[config.mk]
export PLATFORM = sky130hd
export DESIGN_NAME = multicycle_control
export DESIGN_NICKNAME = d
export VERILOG_FILES = /design/src/rtl/multicycle_control_pkg.sv /design/src/rtl/multicycle_control_depth.sv /design/src/rtl/multicycle_control.sv
export SDC_FILE = /design/constraint.sdc
export NUM_CORES = 1
export LEC_CHECK = 0
export CAP_MARGIN = 25
export CELL_PAD_IN_SITES_DETAIL_PLACEMENT = 2
export CELL_PAD_IN_SITES_GLOBAL_PLACEMENT = 2
export CORE_ASPECT_RATIO = 0.6
export CORE_MARGIN = 1
export CORE_UTILIZATION = 26
export DETAILED_ROUTE_END_ITERATION = 8
export GPL_TIMING_DRIVEN = 1
export HOLD_SLACK_MARGIN = 0.08
export MAX_ROUTING_LAYER = met4
export PLACE_DENSITY = 0.86
export REMOVE_ABC_BUFFERS = 1
export SLEW_MARGIN = 40
export SYNTH_ARGS = -nofsm -noshare
export SYNTH_HDL_FRONTEND = slang
export SYNTH_SLANG_ARGS = --single-unit
[constraint.sdc]
create_clock -name clk -period 5 [get_ports clk]
set_clock_uncertainty 0.1 [all_clocks]
set_input_delay 1 -clock clk [delete_from_list [all_inputs] [get_ports clk]]
set_output_delay 1 -clock clk [all_outputs]
set_load 0.02 [all_outputs]
[src/rtl/multicycle_control_pkg.sv]
// ---------------------------------------------------------------------------
// multicycle_control_pkg
//   Shared definitions for the multicycle stack-machine controller:
//   controller states, opcode constants, datapath select encodings and a
//   small opcode classifier used by the FSM.
// ---------------------------------------------------------------------------
package multicycle_control_pkg;

    typedef enum logic [2:0] {
        S_FETCH  = 3'd0,
        S_DECODE = 3'd1,
        S_EXEC   = 3'd2,
        S_MEM    = 3'd3,
        S_HALT   = 3'd4,
        S_FAULT  = 3'd5
    } state_e;

    // Opcodes at the default 5-bit opcode width; HALT is all-ones.
    localparam logic [4:0] OP_APUT = 5'd0;
    localparam logic [4:0] OP_SPUT = 5'd1;
    localparam logic [4:0] OP_SPEK = 5'd4;
    localparam logic [4:0] OP_SPOP = 5'd5;
    localparam logic [4:0] OP_RPOP = 5'd6;
    localparam logic [4:0] OP_BKAC = 5'd21;
    localparam logic [4:0] OP_HALT = 5'b11111;

    // Memory address select.
    localparam logic [2:0] MEMSRC_PC      = 3'b000;
    localparam logic [2:0] MEMSRC_SP      = 3'b100;
    localparam logic [2:0] MEMSRC_SP_PEEK = 3'b101;

    // Mary register data select.
    localparam logic [1:0] MARYSRC_MEM  = 2'b00;
    localparam logic [1:0] MARYSRC_APUT = 2'b11;

    // Stack-pointer data select.
    localparam logic [1:0] SPSRC_PUSH = 2'b01;
    localparam logic [1:0] SPSRC_POP  = 2'b10;

    // Behavioural class of an opcode as seen by the EXEC/MEM states.
    typedef enum logic [2:0] {
        OPC_NOP  = 3'd0,
        OPC_APUT = 3'd1,
        OPC_PUSH = 3'd2,
        OPC_PEEK = 3'd3,
        OPC_SPOP = 3'd4,
        OPC_RPOP = 3'd5
    } op_class_e;

    function automatic op_class_e classify(input logic [31:0] op);
        op_class_e cls;
        cls = OPC_NOP;
        case (op)
            32'(OP_APUT):             cls = OPC_APUT;
            32'(OP_SPUT), 32'(OP_BKAC): cls = OPC_PUSH;
            32'(OP_SPEK):             cls = OPC_PEEK;
            32'(OP_SPOP):             cls = OPC_SPOP;
            32'(OP_RPOP):             cls = OPC_RPOP;
            default:                  cls = OPC_NOP;
        endcase
        return cls;
    endfunction

endpackage

[src/rtl/multicycle_control_depth.sv]
// ---------------------------------------------------------------------------
// stack_depth_counter
//   Saturating data-stack occupancy counter (0 .. STACK_DEPTH).
//   Ports:
//     clk, reset   clock, asynchronous active-high reset
//     inc_i/dec_i  push / pop completed this cycle
//     full_o       occupancy == STACK_DEPTH
//     empty_o      occupancy == 0
//     depth_o      current occupancy
// ---------------------------------------------------------------------------
module stack_depth_counter #(
    parameter int STACK_DEPTH = 16
) (
    input  logic                         clk,
    input  logic                         reset,
    input  logic                         inc_i,
    input  logic                         dec_i,
    output logic                         full_o,
    output logic                         empty_o,
    output logic [$clog2(STACK_DEPTH):0] depth_o
);
    localparam int DEPTH_W = $clog2(STACK_DEPTH) + 1;

    logic [DEPTH_W-1:0] depth_q;
    logic [DEPTH_W-1:0] depth_d;

    assign full_o  = (depth_q == DEPTH_W'(STACK_DEPTH));
    assign empty_o = (depth_q == '0);
    assign depth_o = depth_q;

    // NOTE: every variable written in a combinational block gets a default
    // first, so no path leaves it unassigned and no latch is inferred.
    always_comb begin
        depth_d = depth_q;
        if (inc_i && !dec_i && !full_o) begin
            depth_d = depth_q + DEPTH_W'(1);
        end else if (dec_i && !inc_i && !empty_o) begin
            depth_d = depth_q - DEPTH_W'(1);
        end
    end

    // NOTE: clocked state uses non-blocking assignments so every flop samples
    // the pre-edge values regardless of block ordering.
    always_ff @(posedge clk or posedge reset) begin
        if (reset) begin
            depth_q <= '0;
        end else begin
            depth_q <= depth_d;
        end
    end

endmodule

[src/rtl/multicycle_control.sv]
// ---------------------------------------------------------------------------
// multicycle_control
//   Control FSM for a multicycle stack machine:
//   FETCH -> DECODE -> EXEC [-> MEM] -> FETCH, plus absorbing HALT/FAULT.
//   Ports:
//     clk, reset            clock, asynchronous active-high reset
//     OPCODE, flagbit       current instruction opcode and @ modifier
//     mem_ready             memory finishes the current access this cycle
//     PCWrite, IRWrite      PC / IR load strobes
//     MemRead, MemWrite     memory request strobes, MemSrc address select
//     MaryWrite, ShelleyWrite, SPWrite, RAWrite   register strobes
//     MarySrc, SPSrc        register data selects
//     busy                  high outside FETCH and HALT
//     fault                 sticky stack-fault flag
//     depth                 data-stack occupancy
//   Configuration macro: STACK_BOUNDS_CHECK_EN -- push on full / pop on empty
//   traps to FAULT instead of executing with a saturating depth.
// ---------------------------------------------------------------------------
module multicycle_control
    import multicycle_control_pkg::*;
#(
    parameter int OPCODE_W    = 5,
    parameter int STACK_DEPTH = 16
) (
    input  logic                         clk,
    input  logic                         reset,
    input  logic [OPCODE_W-1:0]          OPCODE,
    input  logic                         flagbit,
    input  logic                         mem_ready,
    output logic                         PCWrite,
    output logic                         IRWrite,
    output logic                         MemRead,
    output logic                         MemWrite,
    output logic [2:0]                   MemSrc,
    output logic                         MaryWrite,
    output logic                         ShelleyWrite,
    output logic                         SPWrite,
    output logic                         RAWrite,
    output logic [1:0]                   MarySrc,
    output logic [1:0]                   SPSrc,
    output logic                         busy,
    output logic                         fault,
    output logic [$clog2(STACK_DEPTH):0] depth
);
    // HALT is the all-ones opcode at any opcode width.
    localparam logic [OPCODE_W-1:0] HALT_CODE = {OPCODE_W{OP_HALT[0]}};

    state_e    state_q;
    state_e    state_d;
    logic      run_q;
    op_class_e op_class;
    logic      stack_full;
    logic      stack_empty;
    logic      stack_inc;
    logic      stack_dec;
    logic      bounds_fault;

    assign op_class = classify(32'(OPCODE));

    stack_depth_counter #(
        .STACK_DEPTH(STACK_DEPTH)
    ) u_depth (
        .clk    (clk),
        .reset  (reset),
        .inc_i  (stack_inc),
        .dec_i  (stack_dec),
        .full_o (stack_full),
        .empty_o(stack_empty),
        .depth_o(depth)
    );

`ifdef STACK_BOUNDS_CHECK_EN
    assign bounds_fault = ((op_class == OPC_PUSH) && stack_full) ||
                          (((op_class == OPC_SPOP) || (op_class == OPC_RPOP)) && stack_empty);
    assign fault = (state_q == S_FAULT);
`else
    logic unused_bounds;
    assign unused_bounds = stack_full | stack_empty;
    assign bounds_fault  = 1'b0;
    assign fault         = 1'b0;
`endif

    // run_q is cleared by reset and set by the first clock edge after it, so
    // the FETCH request starts on that edge rather than while reset is held.
    always_ff @(posedge clk or posedge reset) begin
        if (reset) begin
            run_q   <= 1'b0;
            state_q <= S_FETCH;
        end else begin
            run_q   <= 1'b1;
            state_q <= state_d;
        end
    end

    always_comb begin
        state_d = state_q;
        case (state_q)
            S_FETCH:  if (run_q && mem_ready) state_d = S_DECODE;
            S_DECODE: state_d = (OPCODE == HALT_CODE) ? S_HALT : S_EXEC;
            S_EXEC: begin
                case (op_class)
                    OPC_PUSH, OPC_PEEK, OPC_SPOP, OPC_RPOP:
                        state_d = bounds_fault ? S_FAULT : S_MEM;
                    default: state_d = S_FETCH;
                endcase
            end
            S_MEM:    if (mem_ready) state_d = S_FETCH;
            S_HALT:   state_d = S_HALT;
            S_FAULT:  state_d = S_FAULT;
            default:  state_d = S_FETCH;
        endcase
    end

    assign busy = (state_q != S_FETCH) && (state_q != S_HALT);

    // Memory-completion strobes are qualified by mem_ready in the same cycle,
    // which gives one pulse per instruction and one extra cycle per wait.
    always_comb begin
        PCWrite      = 1'b0;
        IRWrite      = 1'b0;
        MemRead      = 1'b0;
        MemWrite     = 1'b0;
        MemSrc       = 3'b000;
        MaryWrite    = 1'b0;
        ShelleyWrite = 1'b0;
        SPWrite      = 1'b0;
        RAWrite      = 1'b0;
        MarySrc      = 2'b00;
        SPSrc        = 2'b00;
        stack_inc    = 1'b0;
        stack_dec    = 1'b0;
        if (run_q) begin
            case (state_q)
                S_FETCH: begin
                    MemRead = 1'b1;
                    MemSrc  = MEMSRC_PC;
                    if (mem_ready) begin
                        IRWrite = 1'b1;
                        PCWrite = 1'b1;
                    end
                end
                S_EXEC: begin
                    if (op_class == OPC_APUT) begin
                        if (flagbit) begin
                            ShelleyWrite = 1'b1;
                        end else begin
                            MaryWrite = 1'b1;
                            MarySrc   = MARYSRC_APUT;
                        end
                    end
                end
                S_MEM: begin
                    case (op_class)
                        OPC_PUSH: begin
                            MemWrite = 1'b1;
                            MemSrc   = MEMSRC_SP;
                            if (mem_ready) begin
                                SPWrite   = 1'b1;
                                SPSrc     = SPSRC_PUSH;
                                stack_inc = 1'b1;
                            end
                        end
                        OPC_PEEK: begin
                            MemRead = 1'b1;
                            MemSrc  = MEMSRC_SP_PEEK;
                            if (mem_ready) begin
                                MaryWrite = 1'b1;
                                MarySrc   = MARYSRC_MEM;
                            end
                        end
                        OPC_SPOP, OPC_RPOP: begin
                            MemRead = 1'b1;
                            MemSrc  = MEMSRC_SP;
                            if (mem_ready) begin
                                SPWrite   = 1'b1;
                                SPSrc     = SPSRC_POP;
                                stack_dec = 1'b1;
                                if (op_class == OPC_SPOP) begin
                                    MaryWrite = 1'b1;
                                    MarySrc   = MARYSRC_MEM;
                                end else begin
                                    RAWrite = 1'b1;
                                end
                            end
                        end
                        default: ;
                    endcase
                end
                default: ;
            endcase
        end
    end

endmodule

==> impl_results.md, run 1 <==
* Input/output buffers at 28
* Starting DRT DRC Count at 21
* Initial Util at 0.281
* CTS hold repair buffers at 0
* Final WS setup at 0.534 ns
* Cell mode on critical path: clkdlybuf4s50_1
* Fmax at 0.224 GHz
* Initial antenna violation count at 0
* Storage cell area at 225 sq um
* Clock root buffer: clkbuf_8
* Outcome: complete, no violations
* Crit-path slowest cell: clkdlybuf4s50_1
* Fill count at 342
* Crit path time final at 4.47 ns
* Die Area at 3440 sq um
* Synth cell types at 38
* Die W at 75.1 um
* Cell Rows at 15
* Chip height at 45.9 um
* GPL Wtd Cong at 0.870
* N_diodes at 0
* Switching pwr at 0.116 mW
* TritonCTS Buffers at 3
* P_int at 0.189 mW
* Htree depth at 1
* Grt ovf at 0
* Maximum number of pins on one net before global-route repair at 12
* Num ports at 31
* Startpoint Class: input pin
* Ys async rst share at 1.00
* Family with the most delay on the worst path: buffers and inverters
* Layout cells sized above 1 at 0.0787
* Final Slew Violations at 0
* Slowest cell delay on critical path at 0.63 ns
* Post-DR wirelength/cell at 16.7 um
* Cell Area, Synth at 833 sq um
* Leakage at 0.483 nW
* RSZ-0062 raised after global routing: no
* DR pass1 iterations at 4
* Setup TNS at 0 ns
* Inst Count DP at 165
* # setup viols final at 0
* DRC viols at 0
* Worst relative slew slack at 0.526
* CP Data Arrival Time at 3.37 ns
* CTS Buffer Depth at 2
* Max-cap viol count at 0
* Hold Fails Final Rpt at 0
* Period Utilization, post-route at 0.893
* CTS tree: built
* Setup Fix Bufs, Post-CTS at 0
* DPL Wire Length at 2280 um
* Pwr dens at 262 nW/um^2
* Post-DR vias/cell at 4.86
* Least-Margin Pin Slew at 0.705 ns
* Post-route insts no fill at 169
* Worst hold slack at 0.475 ns
* Footprint of the multi-input gates at 528 sq um
* # nets final at 142
* Vias in the first global route at 840
* Synthesis-to-layout area growth at 39.3%
* CP Capture Type: primary output
* Vias at 822
* CP Cell Sequence: clkdlybuf4s50_1, nand2b_1, a32oi_1, nor2_1, or3_1, o21ai_0, clkdlybuf4s50_1
* Post_cts resized at 0
* EDFF count, synth at 0
* Synth warnings at 0
* Clock power share at 0.275
* Setup WS pre-CTS at 0.552 ns
* Sequential Power Share at 0.343
* Buf+Inv Stages, Crit Path at 2
* Sequential area share after synthesis at 0.270
* Crit path required time at 3.90 ns
* Main synth FF type: dfrtp_1
* Flops & latches, synth at 9
* Worst-path clk slew at 0.04 ns
* WL final at 2820 um
* Clk Latency, worst-skew pair at 0.23 ns
* Gate Count Post-Synth at 101
* First-pass GRT wire length at 4290 um
* Maximum VDD drop at 113 uV
* Hold crit path type: flip-flop to flip-flop
* Switching Fraction at 0.380
* CP Max Fanout at 7
* Remaining antenna violation count at 0
* Comb pwr share at 0.382
* Setup CP Type: input pin to primary output
* Final Util at 0.392
* GRT Total Usage at 0.180
* Syn avg cell area at 8.25 sq um
* Num Clock Sinks at 9
* Core area at 2970 sq um
-- sequential cells by signal, summed over array words and instances, names as in the netlist --
register / cells
state_q: 3
run_q: 1
u_depth.depth_o: 5
-- final timing paths --
kind,endpoint,start,cells after the start,slack [ns]
max,MaryWrite,OPCODE[2],7,0.53
min in group asynchronous,u_depth.depth_o[1]$_DFFE_PP0P_,reset,2,0.93
min,u_depth.depth_o[4]$_DFFE_PP0P_,u_depth.depth_o[4]$_DFFE_PP0P_,1,0.47
min reg2reg,u_depth.depth_o[4]$_DFFE_PP0P_,u_depth.depth_o[4]$_DFFE_PP0P_,1,0.47
max reg2reg,u_depth.depth_o[4]$_DFFE_PP0P_,state_q[2]$_DFFE_PP0P_,10,2.20
max in group asynchronous,u_depth.depth_o[3]$_DFFE_PP0P_,reset,2,3.62
-- metal layers --
layer | GRT usage | part of all wire | vias to the layer above
li1 | - | - | 390
met1 | 0.229 | 0.47 | 417
met2 | 0.315 | 0.50 | 15
met3 | 0.0332 | 0.034 | 0
met4 | 0.0113 | 0 | 0
met5 | - | 0 | -
-- cell usage in the layout, fill, tap and decap left out, drive strengths merged, types with 2 or more instances in the layout --
cell / instances
a21oi: 6
a22oi: 2
clkbuf: 4
clkdlybuf4s50: 28
conb: 3
dfrtp: 9
ha: 4
inv: 8
mux2: 2
mux2i: 2
nand2: 9
nand2b: 2
nand3: 3
nand4: 3
nor2: 14
nor2b: 3
nor3: 2
nor4: 2
o21ai: 4
xnor2: 3
xor2: 3
-- synth_stat cells, drive strengths merged, types with 2 or more instances --
library cell   n  share of area
a22oi          2          0.018
inv            8          0.036
nor4           2          0.015
ha             4          0.060
nand2          9          0.041
nand3          3          0.024
a21oi          6          0.041
xnor2          3          0.032
nor3           2          0.012
nand2b         2          0.015
nand4          3          0.030
o21ai          4          0.038
nor2          14          0.063
buf            7          0.065
xor2           3          0.032
dfrtp          9           0.27
conb           2         0.0090
mux2           2          0.036
mux2i          2          0.024
nor2b          3          0.026
-- per-stage QoR --
step / cell area (sq um) / total power, mW
after floorplan: 783 / 0.163
after global placement: 1120 / 0.211
after detailed placement: 1120 / 0.220
after CTS: 1160 / 0.308
after global routing: 1160 / 0.322
final: 1160 / 0.305
-- layout make-up --
| class | count | share of cell area |
|---|---|---|
| clock buffer | 4 | 0.0388 |
| timing repair buffer | 28 | 0.241 |
| multi-input combinational | 78 | 0.455 |
| sequential | 9 | 0.194 |
| tap | 42 | 0.0453 |
| inverter | 8 | 0.0259 |
-- kinds of logic (layout without fill, tap and decap cells) --
kind of cell / Yosys count / count (layout) / synth area share
and+or+nand+nor: 41 / 41 / 0.249
other: 2 / 3 / 0.00901
buffers and inverters: 15 / 40 / 0.101
AOI/OAI and AO/OA: 19 / 19 / 0.164
adders and majority gates: 5 / 5 / 0.0841
xor gates and xnor gates: 6 / 6 / 0.0631
DFF: 9 / 9 / 0.270
muxes: 4 / 4 / 0.0601
-- power by group through the flow --
stage          clock (mW)  combinational, mW  sequential [mW]
6_report           0.0839              0.116            0.104
5_1_grt            0.0914              0.125            0.106
4_1_cts            0.0871              0.117            0.104
3_5_place_dp            0              0.116            0.104
3_3_place_gp            0              0.109            0.102
2_1_floorplan           0             0.0617            0.102
No activity file was read; power rests on OpenSTA's default activity.
==> run 2, diff against run 1 <==
--- a/config.mk
+++ b/config.mk
@@ -8,7 +8,7 @@
 export CAP_MARGIN = 25
 export CELL_PAD_IN_SITES_DETAIL_PLACEMENT = 2
 export CELL_PAD_IN_SITES_GLOBAL_PLACEMENT = 2
-export CORE_ASPECT_RATIO = 0.6
+export CORE_ASPECT_RATIO = 1.2
 export CORE_MARGIN = 1
 export CORE_UTILIZATION = 26
 export DETAILED_ROUTE_END_ITERATION = 8
==> impl_results.md, run 2 (synthesis gave the netlist of run 1 again) <==
* Final Util at 0.374 (-0.0177)
* Post-route insts no fill at 164 (-3.0%)
* Fill count at 349 (+2.0%)
* Vias in the first global route at 903 (+7.5%)
* DRC viols at 0 (unchanged)
* Synthesis-to-layout area growth at 37.1%
* First-pass GRT wire length at 4280 um (-0.16%)
* Maximum VDD drop at 122 uV (+7.8%)
* Setup WS pre-CTS at 0.599 ns (+0.0468 ns)
* Cell mode on critical path: clkdlybuf4s50_1
* Hold EP: state_q[1]$_DFFE_PP0P_
* Buf+Inv Stages, Crit Path at 2 (unchanged)
* Clock root buffer: clkbuf_4
* Core area at 3060 sq um (+3.0%)
* Worst-path clk slew at 0.06 ns (+0.02 ns)
* DR pass1 iterations at 2 (-2)
* Maximum number of pins on one net before global-route repair at 12 (unchanged)
* CTS Buffer Depth at 2 (unchanged)
* Hold depth at 1 (unchanged)
* Input/output buffers at 28 (unchanged)
* Final WS setup at 0.640 ns (+0.106 ns)
* WP depth at 7 (unchanged)
* Crit path time final at 4.36 ns (-0.106 ns)
* Worst hold slack at 0.465 ns (-0.0104 ns)
* Reg-to-reg endpoint: u_depth.depth_o[4]$_DFFE_PP0P_
* Chip height at 64.0 um (+40%)
* Reg2reg start: state_q[2]$_DFFE_PP0P_
* HP Start: state_q[2]$_DFFE_PP0P_
* CP Max Fanout at 7 (unchanged)
* Outcome: complete, no violations
* Post_cts resized at 0 (unchanged)
* Reg2Reg Setup Slack at 2.30 ns (+0.10 ns)
* Starting DRT DRC Count at 5 (-76%)
* Remaining antenna violation count at 0 (unchanged)
* RSZ-0062 raised after global routing: no
* Worst r2r path cells at 10 (unchanged)
* Placed Area at 1120 sq um (unchanged)
* Crit-path slowest cell: clkdlybuf4s50_1
* Clk Latency, worst-skew pair at 0.25 ns (+0.02 ns)
* CP Capture Type: primary output
* Die Area at 3440 sq um (-0.18%)
* Inst Count DP at 160 (-3.0%)
* Max-cap viol count at 0 (unchanged)
* Final Slew Violations at 0 (unchanged)
* Most common cell after layout, fill and taps aside: clkdlybuf4s50_1
* Layout cells sized above 1 at 0.0859 (+0.00720)
* Setup Fix Bufs, Post-CTS at 0 (unchanged)
* Num Clock Sinks at 9 (unchanged)
* Number of flip-flops in the largest register at 5 (unchanged)
* Initial Util at 0.273 (-0.00829)
* Family with the most delay on the worst path: buffers and inverters
* Num ports at 31 (unchanged)
* Initial antenna violation count at 0 (unchanged)
* Hold crit path type: flip-flop to flip-flop
* Commonest non-fill, non-tap cells in the layout: clkdlybuf4s50_1, nor2_1, nand2_1, dfrtp_1, inv_1
* # nets final at 143 (+0.70%)
* Period Utilization, post-route at 0.872 (-0.0212)
* Grt ovf at 0 (unchanged)
* Post-DR wirelength/cell at 15.4 um (-8.0%)
* Cell Rows at 22 (+7)
* N_diodes at 0 (unchanged)
* Post-DR vias/cell at 5.04 (+3.6%)
* CTS hold repair buffers at 0 (unchanged)
* Htree depth at 1 (unchanged)
* Overall Power at 0.268 mW (-12%)
* # setup viols final at 0 (unchanged)
* CTS tree: built
* Finished layout cell area at 1140 sq um (-1.6%)
* Pwr dens at 234 nW/um^2 (-11%)
* WL final at 2520 um (-11%)
* Setup CP Type: input pin to primary output
* DPL Wire Length at 2150 um (-5.8%)
* GRT Total Usage at 0.177 (-0.00373)
* Vias at 826 (+0.49%)
* Slowest cell delay on critical path at 0.63 ns (about the same)
* Setup TNS at 0 ns (unchanged)
* Hold Fails Final Rpt at 0 (unchanged)
* Crit path required time at 3.90 ns (about the same)
* CP Cell Sequence: clkdlybuf4s50_1, nand2b_1, a32oi_1, nor2_1, or3_1, o21ai_0, clkdlybuf4s50_1
* Fmax at 0.229 GHz (+2.4%)
* CP Data Arrival Time at 3.26 ns (-0.11 ns)
* Die W at 53.7 um (-29%)
* Leakage at 0.480 nW (-0.48%)
* TritonCTS Buffers at 3 (unchanged)
* Startpoint Class: input pin
* GPL Wtd Cong at 0.725 (-17%)
==> run 2: cell types whose count changed in the layout (fill, tap and decap cells not counted), sizes merged <==
| cell | before | now |
|---|---|---|
| buf | 0 | 1 |
==> run 2: worst reg2reg max path, delay by kind of cell, from the launching register on <==
kind	cells	cell delay, ns
and+or+nand+nor	5	0.97
AOI/OAI and AO/OA	4	0.70
DFF	1	0.44
adders and majority gates	1	0.36
==> run 2: routing by layer <==
metal / vias up / track usage / routed length [um]
met5: - / - / 0
met4: 0 / 0.0493 / 14
met3: 2 / 0.0333 / 81
met2: 18 / 0.327 / 1470
met1: 412 / 0.178 / 960
li1: 394 / - / -
==> run 2: final cells by class <==
class                           count  area, sq um  area share
Sequential cell                     9          225       0.197
Clock buffer                        4         26.3      0.0230
Multi-Input combinational cell     78          528       0.462
Inverter                            8         30.0      0.0263
Timing Repair Buffer               29          288       0.252
Tap cell                           36         45.0      0.0394
==> run 2: worst max path at each step <==
stage | from | end
3_5_place_dp | OPCODE[2] | MaryWrite
3_3_place_gp | OPCODE[2] | MaryWrite
5_1_grt | OPCODE[2] | MaryWrite
6_report | OPCODE[2] | MaryWrite
2_1_floorplan | OPCODE[3] | MaryWrite
4_1_cts | OPCODE[2] | MaryWrite
==> run 2: power by group <==
part | internal, mW | switching, mW | total, mW
clock network | 0.0306 | 0.0237 | 0.0543
registers | 0.0818 | 0.0206 | 0.102
logic | 0.0510 | 0.0600 | 0.111
total | 0.163 | 0.104 | 0.268
==> run 3, diff against run 2 <==
--- a/config.mk
+++ b/config.mk
@@ -17,6 +17,7 @@
 export MAX_ROUTING_LAYER = met4
 export PLACE_DENSITY = 0.86
 export REMOVE_ABC_BUFFERS = 1
+export SKIP_LAST_GASP = 1
 export SLEW_MARGIN = 40
 export SYNTH_ARGS = -nofsm -noshare
 export SYNTH_HDL_FRONTEND = slang
==> results of run 3 <==
No change in the layout: final DEF, timing and power equal those of run 2.
